### src/rtl/alu_share_arbiter_pkg.sv
// Shared ALU opcodes, FSM state encodings and flag bit positions for the ALU share arbiter.
// Purely declarative: no logic, no latency, no backpressure.
package alu_share_arbiter_pkg;

  localparam logic [3:0] ALU_FWD  = 4'b0000;
  localparam logic [3:0] ALU_ADD  = 4'b0001;
  localparam logic [3:0] ALU_AND  = 4'b0010;
  localparam logic [3:0] ALU_XOR  = 4'b0011;
  localparam logic [3:0] ALU_DIFF = 4'b0100;
  localparam logic [3:0] ALU_COMP = 4'b0101;
  localparam logic [3:0] ALU_SLLV = 4'b1000;
  localparam logic [3:0] ALU_SRLV = 4'b1010;
  localparam logic [3:0] ALU_SRAV = 4'b1011;
  localparam logic [3:0] ALU_SLL  = 4'b1100;
  localparam logic [3:0] ALU_SRL  = 4'b1110;
  localparam logic [3:0] ALU_SRA  = 4'b1111;

  localparam logic [1:0] ST_IDLE = 2'd0;
  localparam logic [1:0] ST_EXEC = 2'd1;
  localparam logic [1:0] ST_RESP = 2'd2;

  localparam int FLAG_ZERO  = 0;
  localparam int FLAG_SIGN  = 1;
  localparam int FLAG_CARRY = 2;
  localparam int FLAG_EQUAL = 3;

  function automatic logic [3:0] pack_flags(input logic feq, input logic fc,
                                            input logic fs, input logic fz);
    logic [3:0] f;
    f             = '0;
    f[FLAG_EQUAL] = feq;
    f[FLAG_CARRY] = fc;
    f[FLAG_SIGN]  = fs;
    f[FLAG_ZERO]  = fz;
    return f;
  endfunction

endpackage

### src/rtl/alu_share_arbiter_if.sv
// Two requester ports plus the shared response bus of the ALU share arbiter.
// master = requester side (drives requests and response-ready), slave = arbiter side.
interface alu_share_arbiter_if #(
  parameter int WIDTH = 32
);
  logic             r0_valid;
  logic             r0_ready;
  logic [WIDTH-1:0] r0_A;
  logic [WIDTH-1:0] r0_B;
  logic [3:0]       r0_code;
  logic [4:0]       r0_shamt;
  logic             r0_rvalid;
  logic             r0_rready;

  logic             r1_valid;
  logic             r1_ready;
  logic [WIDTH-1:0] r1_A;
  logic [WIDTH-1:0] r1_B;
  logic [3:0]       r1_code;
  logic [4:0]       r1_shamt;
  logic             r1_rvalid;
  logic             r1_rready;

  logic [WIDTH-1:0] rsp_result;
  logic [3:0]       rsp_flags;
  logic             rsp_id;

  modport master (
    output r0_valid, r0_A, r0_B, r0_code, r0_shamt, r0_rready,
    output r1_valid, r1_A, r1_B, r1_code, r1_shamt, r1_rready,
    input  r0_ready, r0_rvalid, r1_ready, r1_rvalid,
    input  rsp_result, rsp_flags, rsp_id
  );

  modport slave (
    input  r0_valid, r0_A, r0_B, r0_code, r0_shamt, r0_rready,
    input  r1_valid, r1_A, r1_B, r1_code, r1_shamt, r1_rready,
    output r0_ready, r0_rvalid, r1_ready, r1_rvalid,
    output rsp_result, rsp_flags, rsp_id
  );
endinterface

### src/rtl/alu_share_arbiter_alu.sv
// Combinational 32-bit ALU with {equal,carry,sign,zero} flags; zero latency, no handshake.
// Carry is the adder carry-out for ADD/DIFF (DIFF: 1 means no borrow), 0 otherwise.
module alu_share_arbiter_alu
  import alu_share_arbiter_pkg::*;
#(
  parameter int WIDTH = 32
) (
  input  logic [WIDTH-1:0] i_a,
  input  logic [WIDTH-1:0] i_b,
  input  logic [3:0]       i_code,
  input  logic [4:0]       i_shamt,
  output logic [WIDTH-1:0] o_result,
  output logic [3:0]       o_flags
);

  logic             w_sub;
  logic [WIDTH-1:0] w_b_op;
  logic [WIDTH:0]   w_sum;
  logic             w_lt;
  logic [WIDTH-1:0] w_result;
  logic             w_carry;

  always_comb begin
    w_sub    = (i_code == ALU_DIFF) || (i_code == ALU_COMP);
    w_b_op   = w_sub ? ~i_b : i_b;
    w_sum    = {1'b0, i_a} + {1'b0, w_b_op} + {{WIDTH{1'b0}}, w_sub};
    // signed less-than: differing signs decide directly, otherwise the difference's sign
    w_lt     = (i_a[WIDTH-1] != i_b[WIDTH-1]) ? i_a[WIDTH-1] : w_sum[WIDTH-1];
    w_result = '0;
    w_carry  = 1'b0;
    case (i_code)
      ALU_FWD:  w_result = i_a;
      ALU_ADD:  begin w_result = w_sum[WIDTH-1:0]; w_carry = w_sum[WIDTH]; end
      ALU_AND:  w_result = i_a & i_b;
      ALU_XOR:  w_result = i_a ^ i_b;
      ALU_DIFF: begin w_result = w_sum[WIDTH-1:0]; w_carry = w_sum[WIDTH]; end
      ALU_COMP: w_result = {{(WIDTH-1){1'b0}}, w_lt};
      ALU_SLLV: w_result = i_a << i_b[4:0];
      ALU_SRLV: w_result = i_a >> i_b[4:0];
      ALU_SRAV: w_result = $signed(i_a) >>> i_b[4:0];
      ALU_SLL:  w_result = i_a << i_shamt;
      ALU_SRL:  w_result = i_a >> i_shamt;
      ALU_SRA:  w_result = $signed(i_a) >>> i_shamt;
      default:  w_result = '0;
    endcase
  end

  assign o_result = w_result;
  assign o_flags  = pack_flags(i_a == i_b, w_carry, w_result[WIDTH-1], w_result == '0);

endmodule

### src/rtl/alu_share_arbiter.sv
// Shares one ALU between two requesters (RR or fixed priority); accept -> result 2 edges later.
// rX_ready only in IDLE (also in RESP on handshake with ALU_ARB_B2B_EN); result held until rready.
module alu_share_arbiter
  import alu_share_arbiter_pkg::*;
#(
  parameter int WIDTH      = 32,
  parameter bit FIXED_PRIO = 1'b0
) (
  input  logic                clk,
  input  logic                rst,
  alu_share_arbiter_if.slave  bus
);

  logic [1:0]       r_state;
  logic             r_last_grant;
  logic             r_gnt_id;
  logic             r_rsp_id;
  logic [WIDTH-1:0] r_rsp_result;
  logic [3:0]       r_rsp_flags;
  logic [WIDTH-1:0] r_op_a;
  logic [WIDTH-1:0] r_op_b;
  logic [3:0]       r_op_code;
  logic [4:0]       r_op_shamt;

  logic             w_any;
  logic             w_win;
  logic             w_rsp_hs;
  logic             w_can_accept;
  logic             w_accept;
  logic [WIDTH-1:0] w_alu_result;
  logic [3:0]       w_alu_flags;

  always_comb begin
    w_any = bus.r0_valid || bus.r1_valid;
    if (FIXED_PRIO)
      w_win = !bus.r0_valid;
    else if (bus.r0_valid && bus.r1_valid)
      w_win = !r_last_grant;
    else
      w_win = !bus.r0_valid;
    // rready of the non-owning port never completes the response
    w_rsp_hs = (r_state == ST_RESP) && (r_rsp_id ? bus.r1_rready : bus.r0_rready);
`ifdef ALU_ARB_B2B_EN
    w_can_accept = (r_state == ST_IDLE) || w_rsp_hs;
`else
    w_can_accept = (r_state == ST_IDLE);
`endif
    w_accept = !rst && w_any && w_can_accept;
  end

  assign bus.r0_ready   = w_accept && !w_win;
  assign bus.r1_ready   = w_accept && w_win;
  assign bus.r0_rvalid  = (r_state == ST_RESP) && !r_rsp_id;
  assign bus.r1_rvalid  = (r_state == ST_RESP) && r_rsp_id;
  assign bus.rsp_result = r_rsp_result;
  assign bus.rsp_flags  = r_rsp_flags;
  assign bus.rsp_id     = r_rsp_id;

  alu_share_arbiter_alu #(
    .WIDTH (WIDTH)
  ) u_alu (
    .i_a      (r_op_a),
    .i_b      (r_op_b),
    .i_code   (r_op_code),
    .i_shamt  (r_op_shamt),
    .o_result (w_alu_result),
    .o_flags  (w_alu_flags)
  );

  always_ff @(posedge clk) begin
    if (rst) begin
      r_state      <= ST_IDLE;
      r_last_grant <= 1'b1;
      r_gnt_id     <= 1'b0;
      r_rsp_id     <= 1'b0;
      r_rsp_result <= '0;
      r_rsp_flags  <= '0;
    end else begin
      case (r_state)
        ST_IDLE: if (w_accept) r_state <= ST_EXEC;
        ST_EXEC: begin
          r_rsp_result <= w_alu_result;
          r_rsp_flags  <= w_alu_flags;
          r_rsp_id     <= r_gnt_id;
          r_state      <= ST_RESP;
        end
        ST_RESP: if (w_rsp_hs) r_state <= w_accept ? ST_EXEC : ST_IDLE;
        default: r_state <= ST_IDLE;
      endcase
      if (w_accept) begin
        r_gnt_id     <= w_win;
        r_last_grant <= w_win;
      end
    end
  end

  // operand registers carry no reset: an op in flight at reset is discarded anyway
  always_ff @(posedge clk) begin
    if (w_accept) begin
      r_op_a     <= w_win ? bus.r1_A     : bus.r0_A;
      r_op_b     <= w_win ? bus.r1_B     : bus.r0_B;
      r_op_code  <= w_win ? bus.r1_code  : bus.r0_code;
      r_op_shamt <= w_win ? bus.r1_shamt : bus.r0_shamt;
    end
  end

endmodule

### src/flat_wrapper.sv
// flat-port wrapper written by rule: the top's interface ports become plain ports
module alu_share_arbiter_flat import alu_share_arbiter_pkg::*;
#(
  parameter int WIDTH      = 32,
  parameter bit FIXED_PRIO = 1'b0
)
  (clk, rst, bus_r0_valid, bus_r0_A, bus_r0_B, bus_r0_code, bus_r0_shamt, bus_r0_rready, bus_r1_valid, bus_r1_A, bus_r1_B, bus_r1_code, bus_r1_shamt, bus_r1_rready, bus_r0_ready, bus_r0_rvalid, bus_r1_ready, bus_r1_rvalid, bus_rsp_result, bus_rsp_flags, bus_rsp_id);
  alu_share_arbiter_if #(.WIDTH(WIDTH)) bus_i ();
  input  logic clk;
  input  logic rst;
  input wire logic [$bits(bus_i.r0_valid)-1:0] bus_r0_valid;
  input wire logic [$bits(bus_i.r0_A)-1:0] bus_r0_A;
  input wire logic [$bits(bus_i.r0_B)-1:0] bus_r0_B;
  input wire logic [$bits(bus_i.r0_code)-1:0] bus_r0_code;
  input wire logic [$bits(bus_i.r0_shamt)-1:0] bus_r0_shamt;
  input wire logic [$bits(bus_i.r0_rready)-1:0] bus_r0_rready;
  input wire logic [$bits(bus_i.r1_valid)-1:0] bus_r1_valid;
  input wire logic [$bits(bus_i.r1_A)-1:0] bus_r1_A;
  input wire logic [$bits(bus_i.r1_B)-1:0] bus_r1_B;
  input wire logic [$bits(bus_i.r1_code)-1:0] bus_r1_code;
  input wire logic [$bits(bus_i.r1_shamt)-1:0] bus_r1_shamt;
  input wire logic [$bits(bus_i.r1_rready)-1:0] bus_r1_rready;
  output wire logic [$bits(bus_i.r0_ready)-1:0] bus_r0_ready;
  output wire logic [$bits(bus_i.r0_rvalid)-1:0] bus_r0_rvalid;
  output wire logic [$bits(bus_i.r1_ready)-1:0] bus_r1_ready;
  output wire logic [$bits(bus_i.r1_rvalid)-1:0] bus_r1_rvalid;
  output wire logic [$bits(bus_i.rsp_result)-1:0] bus_rsp_result;
  output wire logic [$bits(bus_i.rsp_flags)-1:0] bus_rsp_flags;
  output wire logic [$bits(bus_i.rsp_id)-1:0] bus_rsp_id;
  assign bus_i.r0_valid = bus_r0_valid;
  assign bus_i.r0_A = bus_r0_A;
  assign bus_i.r0_B = bus_r0_B;
  assign bus_i.r0_code = bus_r0_code;
  assign bus_i.r0_shamt = bus_r0_shamt;
  assign bus_i.r0_rready = bus_r0_rready;
  assign bus_i.r1_valid = bus_r1_valid;
  assign bus_i.r1_A = bus_r1_A;
  assign bus_i.r1_B = bus_r1_B;
  assign bus_i.r1_code = bus_r1_code;
  assign bus_i.r1_shamt = bus_r1_shamt;
  assign bus_i.r1_rready = bus_r1_rready;
  assign bus_r0_ready = bus_i.r0_ready;
  assign bus_r0_rvalid = bus_i.r0_rvalid;
  assign bus_r1_ready = bus_i.r1_ready;
  assign bus_r1_rvalid = bus_i.r1_rvalid;
  assign bus_rsp_result = bus_i.rsp_result;
  assign bus_rsp_flags = bus_i.rsp_flags;
  assign bus_rsp_id = bus_i.rsp_id;
  alu_share_arbiter #(.WIDTH(WIDTH), .FIXED_PRIO(FIXED_PRIO)) u_core (.clk(clk), .rst(rst), .bus(bus_i));
endmodule
### config.mk
export PLATFORM = sky130hd
export DESIGN_NAME = alu_share_arbiter_flat
export DESIGN_NICKNAME = d
export VERILOG_FILES = /design/src/rtl/alu_share_arbiter_pkg.sv /design/src/rtl/alu_share_arbiter_if.sv /design/src/rtl/alu_share_arbiter_alu.sv /design/src/rtl/alu_share_arbiter.sv /design/src/flat_wrapper.sv
export SDC_FILE = /design/constraint.sdc
export NUM_CORES = 1
export LEC_CHECK = 0
export BUFFER_PORTS_ARGS = -buffer_cell sky130_fd_sc_hd__buf_2
export CAP_MARGIN = 20
export CELL_PAD_IN_SITES_DETAIL_PLACEMENT = 0
export CELL_PAD_IN_SITES_GLOBAL_PLACEMENT = 2
export CORE_ASPECT_RATIO = 1.1
export CORE_UTILIZATION = 31
export CTS_CLUSTER_DIAMETER = 60
export DETAILED_ROUTE_END_ITERATION = 10
export GPL_TIMING_DRIVEN = 0
export PLACE_DENSITY_LB_ADDON = 0.1
export SLEW_MARGIN = 20
export SYNTH_ARGS = -nofsm -noshare
export SYNTH_HDL_FRONTEND = slang
export SYNTH_SLANG_ARGS = --single-unit
### constraint.sdc
create_clock -name clk -period 9.1 [get_ports clk]
set_clock_uncertainty 0.1 [all_clocks]
set_input_delay 0 -clock clk [delete_from_list [all_inputs] [get_ports clk]]
set_output_delay 0 -clock clk [all_outputs]
set_load 0.05 [all_outputs]
==> results.txt <==
Crit. End Element: register
# IOs: 193
Failing checks: DRC
Buf/Inv on CP: 3
Area contributors post-synth: edfxtp_1, mux2i_1, mux2_2
Crit path launch type: register
H-tree levels: 4
Die Area: 46900 um2
# hold bufs at CTS: 151
Number of port buffers: 192
Leak: 7.28 nW
Post-layout util: 40.1%
Final setup fails: 0
R2R Setup Slk: 2.73 ns
Reg area: 2990 um2
Top layer in use: met4
Pwr/cell area: 152 nW/um2
Average wire per standard cell: 33.0 um
Worst hold path type: in -> reg
Share of layout cells above drive strength 1: 17.9%
Worst-path maximum fanout: 10
Slew Viols, Final: 0
Die Y: 227 um
Avg Synthesized Cell Area: 8.12 um2
Yosys cell types: 80
Async SR Flop Fraction: 0%
Worst-path clk slew: 0.06 ns
Synth top cells by count: nand2_1, mux2i_1, nor2_1
Gr ovfl total: 0
CTS tree: yes
Synth Register Bits: 113
CP cell instances: clkbuf_1 -> clkbuf_1 -> nor3b_2 -> clkbuf_1 -> xor2_1 -> fa_1 -> a21o_1 -> a21oi_1 -> xor2_1 -> o21ai_0 -> a221oi_1 -> o21ai_0 -> nor4_1 -> and4_1 -> and4_1 -> nand4_1 -> o21ai_1
Vias/cell: 6.36
Synthesized net count: 1976
Seq/Total Area, Yosys: 21.0%
Initial antenna violation count: 3
Die width: 207 um
Total GRT Usage: 38.4%
Post-synth EDFFs: 73
Leading register cell type out of synthesis: edfxtp_1
Path depth of the worst reg2reg path: 17
Setup bufs post-CTS: 0
CP max stage cell: nor4_1
Hpwl dp: 70900 um
Sink Count: 113
Finished Cell Area: 18200 um2
Slew HR: 12.5%
Tot Pwr: 0.00276 W
Final setup TNS: 0 ns
DRT Wirelength: 90000 um
Initial Utilization: 31.4%
RSZ-0062 raised after global routing: no
Global-route wire length before repair: 125000 um
Synth top area share: 15.4%
Hold Path Stages: 5
CP most frequent cell: clkbuf_1
Critical path type: reg -> reg
Vias in the first global route: 16739
Tcrit/Tclk final: 70.0%
R2r startpoint: u_core.r_op_code[1]
Hold path start: bus_r1_valid
Post-layout min period: 6.37 ns
CP peak stage delay: 0.73 ns
Synth area leader: edfxtp_1
Max Cap Viol: 0
Most numerous cell in the Yosys netlist: nand2_1
DRT iter0 DRCs: 2058
Post-DP Area: 16100 um2
Layout area overhead: 27.6%
Met2 WL post-DR: 39500 um
Max Freq: 157 MHz
Clock buffer count from CTS: 17
Slew @ Worst Pin: 1.31 ns
Worst vdd ir: 0.136 mV
Data arrival, critical path: 6.67 ns
CTS resizes: 0
DRC: 4
Worst EP required: 9.41 ns
Synthesized instance count: 1758
Skew-Pair Late Insertion Delay: 0.47 ns
Final nets: 2345
Drt first pass iters: 11
Core ar.: 45500 um2
Clk buf depth: 2
Clk root buf: clkbuf_16
Vias: 17367
Largest net degree at the start of global routing: 17
GPL Wtd Cong: 1.07
Cell Area, Synth: 14300 um2
Worst flop-to-flop path endpoint: u_core.bus.rsp_flags[0]
Final ANT Viol Nets: 0
# rows: 82
Hold Vio Cnt, Final: 0
Met1 wire length: 35700 um
Met3 WL: 8220 um
Hold WS: 0.0343 ns
Multi-input logic area: 10600 um2
Worst Hold End: u_core.r_gnt_id
Outcome: finished with violations
Cell family with most CP delay: simple AND/OR/NAND/NOR gates
Synth warn: 0
Fill cell count: 4744
[cell families after synthesis]
logic type	after synthesis	synth area share, %
buf+inv	177	4.97
simple gates	564	18.6
flops	113	21.0
compound gates	499	23.9
xor+xnor	49	3.01
mux	290	22.7
fa+ha+maj	66	5.84
[routing by layer]
metal / vias up / global-route usage [%]
met4: 0 / 24.7
met1: 8445 / 48.4
li1: 7539 / -
met3: 294 / 8.69
met2: 1089 / 58.7
met5: - / 0
[final cells by class]
cell class,count,area share [%]
diodes,2,0.0275
plain buffers,165,3.66
clock buffers,19,2.55
clock inverters,13,0.872
inverters,12,0.247
multi-input cells,1468,58.3
flip-flops and latches,113,16.4
well taps,588,4.04
repair buffers,350,13.9
[sequential cells by signal, indices dropped and copies added, names as in the netlist]
signal and flops:
u_core.bus.rsp_result 31, u_core.r_gnt_id 1, u_core.r_op_shamt 5, u_core.r_state 2, u_core.r_op_b 32, u_core.bus.rsp_id 1, u_core.bus.rsp_flags 4, u_core.r_op_a 32
u_core.r_op_code 4, u_core.r_last_grant 1
[cell usage in the layout (no fill, tap or decap), drive strengths merged, types with 12 or more instances in the layout]
cell	Yosys	routed
mux4	17	17
dlygate4sd3	0	151
nand2	196	196
o21ai	72	72
a222oi	25	25
dfxtp	40	40
nor4	27	27
o2111ai	12	12
mux2i	174	174
a211oi	36	36
nor2	140	140
and3	12	12
edfxtp	73	73
a221oi	12	12
xor2	40	40
inv	12	21
nand3	43	43
nand4	18	18
o211ai	23	23
a22oi	47	47
mux2	99	99
a21oi	125	125
clkbuf	128	147
a31oi	16	16
nor3	47	47
ha	65	65
o22ai	21	21
buf	37	236
a21o	18	18
nand2b	29	29
[worst min-delay path, stage by stage]
cell and delay [ns]:
buf_2 0.09, nor2_1 0.07, nor4_4 0.21, o21ai_0 0.12
nor2_1 0.08
[through the flow]
| stage | instances | worst slack, ns |
|---|---|---|
| after global placement | 2538 | 2.30 |
| after global routing | 2728 | 2.55 |
| final | 2730 | 2.73 |
| after floorplan | 1758 | 3.13 |
| after detailed placement | 2545 | 2.25 |
| after CTS | 2728 | 2.22 |
[worst max-delay path by stage]
stage	start	endpoint	slack (ns)	depth (start not counted)
floorplan	u_core.r_state[1]	u_core.r_last_grant	3.13	4
global placement	u_core.r_state[1]	bus_r1_ready	2.30	3
detailed placement	u_core.r_op_code[1]	u_core.bus.rsp_flags[0]	2.25	17
CTS	u_core.r_op_code[1]	u_core.bus.rsp_flags[0]	2.22	17
global route	u_core.r_op_code[1]	u_core.bus.rsp_flags[0]	2.55	16
finish	u_core.r_op_code[1]	u_core.bus.rsp_flags[0]	2.73	17
[where the power goes]
part           leakage (nW)  internal, W  total (W)  switching, W
combinational          5.95     0.000464    0.00139      0.000929
clock                 0.308     0.000435   0.000711      0.000276
sequential             1.01     0.000598   0.000657     0.0000591
Power figures use the tool's default switching activity.
